`src/rtl/mips_run_ctrl.sv`:
```
// Run/halt/single-step sequencer that gates MIPS_CTRL enables into MIPS_dataPath,
// with a PC breakpoint and saturating cycle/instruction counters for bring-up.
module mips_run_ctrl #(
    parameter int AW          = 32,
    parameter int CW          = 32,
    parameter int STEP_CYCLES = 1
) (
    input  logic          clk,
    input  logic          rst,
    input  logic          run_req,
    input  logic          halt_req,
    input  logic          step_req,
    input  logic          bp_en,
    input  logic [AW-1:0] bp_addr,
    input  logic [AW-1:0] pc,
    input  logic          user,
    input  logic          cnt_clr,
    input  logic          pc_en_in,
    input  logic          reg_w_en_in,
    input  logic          dmem_w_en_in,
    output logic          pc_en_out,
    output logic          reg_w_en_out,
    output logic          dmem_w_en_out,
    output logic [1:0]    state,
    output logic          halted,
    output logic          bp_hit,
    output logic [CW-1:0] cycle_cnt,
    output logic [CW-1:0] instr_cnt
);
    typedef enum logic [1:0] {
        S_HALT = 2'b00,
        S_RUN  = 2'b01,
        S_STEP = 2'b10,
        S_BRK  = 2'b11
    } state_t;

    localparam int SW = $clog2(STEP_CYCLES + 1);
    localparam logic [SW-1:0] STEP_LOAD = SW'(STEP_CYCLES);

    state_t        st, st_nx;
    logic [SW-1:0] step_cnt, step_cnt_nx;
    logic [AW-1:0] pc_q;
    logic          match, active, hit_c;

    // pc_q keeps a PC that is parked on the breakpoint from re-triggering after resume
    assign match  = bp_en & (pc == bp_addr) & (pc != pc_q);
    assign active = ((st == S_RUN) & ~match) | (st == S_STEP);

    assign pc_en_out     = pc_en_in & active;
    assign reg_w_en_out  = reg_w_en_in & active;
    assign dmem_w_en_out = dmem_w_en_in & active;
    assign state         = st;
    assign halted        = (st == S_HALT) | (st == S_BRK);
    assign bp_hit        = hit_c & ~rst;

    always_comb begin
        st_nx       = st;
        step_cnt_nx = step_cnt;
        hit_c       = 1'b0;
        case (st)
            S_HALT, S_BRK: begin
                if (halt_req) begin
                    st_nx = S_HALT;
                end else if (step_req) begin
                    st_nx       = S_STEP;
                    step_cnt_nx = STEP_LOAD;
                end else if (run_req) begin
                    st_nx = S_RUN;
                end
            end
            S_RUN: begin
                if (halt_req) begin
                    st_nx = S_HALT;
                end else if (match) begin
                    st_nx = S_BRK;
                    hit_c = 1'b1;
                end
            end
            S_STEP: begin
                step_cnt_nx = step_cnt - 1'b1;
                if (halt_req || step_cnt <= SW'(1)) st_nx = S_HALT;
            end
            default: st_nx = S_HALT;
        endcase
    end

    always_ff @(posedge clk) begin
        if (rst) begin
            st       <= S_HALT;
            step_cnt <= '0;
            pc_q     <= {AW{1'b1}};
        end else begin
            st       <= st_nx;
            step_cnt <= step_cnt_nx;
            pc_q     <= pc;
        end
    end

    // Counters saturate at all-ones; clear beats increment
    always_ff @(posedge clk) begin
        if (rst || cnt_clr) begin
            cycle_cnt <= '0;
            instr_cnt <= '0;
        end else begin
            if (active && !user && !(&cycle_cnt))    cycle_cnt <= cycle_cnt + 1'b1;
            if (pc_en_out && !user && !(&instr_cnt)) instr_cnt <= instr_cnt + 1'b1;
        end
    end
endmodule
```
`config.mk`:
```
export PLATFORM = sky130hd
export DESIGN_NAME = mips_run_ctrl
export DESIGN_NICKNAME = d
export VERILOG_FILES = /design/src/rtl/mips_run_ctrl.sv
export SDC_FILE = /design/constraint.sdc
export NUM_CORES = 1
export LEC_CHECK = 0
export ABC_CLOCK_PERIOD_IN_PS = 5200
export CAP_MARGIN = 0
export CORE_ASPECT_RATIO = 0.75
export CORE_MARGIN = 4
export CORE_UTILIZATION = 40
export DETAILED_ROUTE_END_ITERATION = 16
export HOLD_SLACK_MARGIN = 0.05
export PLACE_DENSITY = 0.69
export SLEW_MARGIN = 25
export SYNTH_ARGS = -nofsm -noshare
export SYNTH_HDL_FRONTEND = slang
export SYNTH_SLANG_ARGS = --single-unit
```
`constraint.sdc`:
```
create_clock -name clk -period 5.2 [get_ports clk]
set_clock_uncertainty 0.05 [all_clocks]
set_input_delay 0.52 -clock clk [delete_from_list [all_inputs] [get_ports clk]]
set_output_delay 0.52 -clock clk [all_outputs]
set_load 0.01 [all_outputs]
```
==> reports/qor.yml <==
gr-usage-all-layers_pct: 19.7
cp_cell_sequence: "clkdlybuf4s50_1 -> xnor2_1 -> nand4_1 -> or4b_2 -> nor4_4 -> nor2b_1 -> nor2b_1 -> nor2_1 -> nor2b_1 -> clkdlybuf4s50_1"
grt_start_max_net_pins: 62
first_global_vias: 4339
grt_overflow: 0
max_slew_margin_pct: 51.0
crit_path_end_kind: "output port"
clk_pin_slew_ns: 0.07
start_util_pct: 41.8
ys_types: 46
worstRegToRegCells: 8
crit_top_cell: "nor2b_1"
use_met2_pct: 30.3
cts_resized: 0
critPathMaxStageDelay_ns: 0.66
drt_iter0_markers: 235
internal_power_uw: 1300
antenna_found_initial: 0
cap_violations: 0
stdcell_count: 873
setup-violations-final: 0
design.portCount: 146
crit_path_start_kind: "input port"
cp_data_required_time_ns: 4.63
path_class: "in -> out"
slew_viol_final: 0
use_met1_pct: 27.7
area_growth_pct: 38.9
cts_tree: "done"
min_period_over_period_pct: 80.0
drtPass1Iterations: 5
hold_path_class: "reg -> reg"
ir_drop_mv: 0.153
dp_hpwl_um: 10700
io_buffers: 145
die_w_um: 136
postCtsSetupRepairBufs: 0
synth_area_mm2: 0.00494
core_area_mm2: 0.0118
globalRoute.busiestLayer: "met2"
setup_tns_ns: 0
numClockSinks: 98
power_frac_comb_pct: 11.1
gp_congestion: 0.888
slowest_stage: "or4b_2"
root_buffer: "clkbuf_16"
place_area_mm2: 0.00654
fin_total_pwr_uw: 1690
run_status: "complete, no violations"
antennaDiodeCount: 0
pwr-share-seq_pct: 45.7
synth_area_per_cell_um2: 8.72
cts_buffers: 9
detail-route-antenna-nets: 0
power_density_mw_per_mm2: 246
clock_latency_ns: 0.35
netlist_instances: 567
synth_edf_count: 0
clock_power_share_pct: 43.2
synth_fp_nets: 646
wl_per_cell_um: 16.1
h-tree-depth: 3
power.leakage_uw: 0.00237
synth_flop_cell: "dfxtp_1"
clock.fmax_mhz: 240
async_flop_share_pct: 0
ys_seq_elements: 98
remaining_drc_errors: 0
timing_worst_slew_pin_value_ns: 0.728
min_path_cells: 2
vias: 4587
hold_viol_final: 0
cp.arrival_ns: 3.59
row_count: 34
dieArea_mm2: 0.0142
period_needed_ns: 4.16
rsz0062_at_grt: "false"
p_sw_uw: 391
ctsHoldBuffers: 0
postLayoutCellArea_mm2: 0.00687
wl_um: 14100
grt_pass1_wl_um: 22400
avgViaCountPerCell: 5.25
synth-seq-area-share_pct: 39.7
path_max_fanout: 4
netSwitchingFraction_pct: 23.1
clockBufferDepth: 2
fin_nets: 785
fp.dieH_um: 104
drive_gt1_share_pct: 8.44
gr-usage-met3_pct: 4.30
ys_warn_count: 0
placedCellCount: 857
logic make-up (layout without fill, tap and decap cells):
group,after synthesis,count (layout),synth area share (%)
multiplexers,1,1,0.203
AND/OR/NAND/NOR,271,271,30.1
XOR/XNOR,103,103,18.3
flip-flops,98,98,39.7
AO/OA/AOI/OAI,61,61,8.43
adder cells (fa/ha/maj),4,4,1.01
buffers and inverters,29,173,2.33
layer usage:
layer,routed length [um],vias to the layer above
li1,-,2276
met1,6780,2184
met2,6470,112
met3,648,15
met4,163,0
met5,0,-
state kept, by name (all words and copies together), names as in the netlist:
register,count
pc_q,32
cycle_cnt,32
instr_cnt,32
state,2
final cells by class:
class	instances	area (um2)
Tap cell	162	203
Clock buffer	10	239
Clock inverter	6	90.1
Multi-Input combinational cell	440	2870
Fill cell	1060	4960
Timing Repair Buffer	147	1470
Inverter	10	37.5
Sequential cell	98	1960
power groups by stage:
| stage | Clock [uW] | Combinational, uW | Sequential (uW) |
|---|---|---|---|
| final | 731 | 188 | 772 |
| after global routing | 774 | 203 | 773 |
| after CTS | 744 | 189 | 772 |
| after detailed placement | 0 | 187 | 789 |
| after global placement | 0 | 184 | 789 |
| after floorplan | 0 | 86.8 | 788 |
final timing paths:
| kind | slack [ns] | to | startpoint |
|---|---|---|---|
| hold reg to reg | 0.45 | cycle_cnt[6]$_SDFFE_PP0P_ | cycle_cnt[6]$_SDFFE_PP0P_ |
| setup / recovery | 1.04 | dmem_w_en_out | pc[29] |
| hold / removal | 0.45 | cycle_cnt[6]$_SDFFE_PP0P_ | cycle_cnt[6]$_SDFFE_PP0P_ |
| setup reg to reg | 1.98 | cycle_cnt[27]$_SDFFE_PP0P_ | pc_q[18]$_SDFF_PP1_ |
synthesized netlist by cell type, types with 4 or more instances:
cell type	number	area, um2
a21oi_1	20	100
and3_1	17	106
and4_1	5	43.8
clkbuf_1	14	52.6
dfxtp_1	98	1960
ha_1	4	50.1
inv_1	10	37.5
nand2_1	28	105
nand3_1	36	180
nand4_1	30	188
nor2_1	56	210
nor2b_1	5	31.3
nor3_1	8	40.0
nor4_1	18	113
o211ai_1	4	30.0
o21ai_0	13	65.1
o31ai_1	9	67.6
or2_2	35	219
or3_1	13	81.3
or4_1	10	75.1
xnor2_1	17	149
xor2_1	86	753
through the flow:
stage,utilization (%),hold WS [ns],setup slack [ns]
after floorplan,-,0.454,2.27
after global placement,55.2,0.429,1.10
after detailed placement,55.3,0.443,1.02
after CTS,58.1,0.452,1.01
after global routing,58.1,0.484,0.800
final,58.1,0.451,1.04
placed cells by master, fill, tap and decap left out, drive strengths merged, types with 2 or more instances in the layout:
cell / count
nand4: 31
nor4: 19
and2: 3
o211ai: 4
inv: 10
xor2: 86
nor2: 56
clkbuf: 10
nand2: 29
buf: 2
nor2b: 5
and3: 17
clkinv: 3
xnor2: 17
bufinv: 2
or3: 13
dfxtp: 98
o31ai: 9
o21ai: 13
or2: 35
and4: 5
a21boi: 2
a31oi: 2
a21oi: 20
clkdlybuf4s50: 145
and3b: 2
or4: 10
nand3: 36
ha: 4
nor3: 8
a211oi: 3
critical path, delay by kind of cell:
kind / cells / cell delay, ns
buf+inv: 2 / 0.95
xor+xnor: 1 / 0.25
simple gates: 7 / 1.86
(Power assumes the default switching activity.)
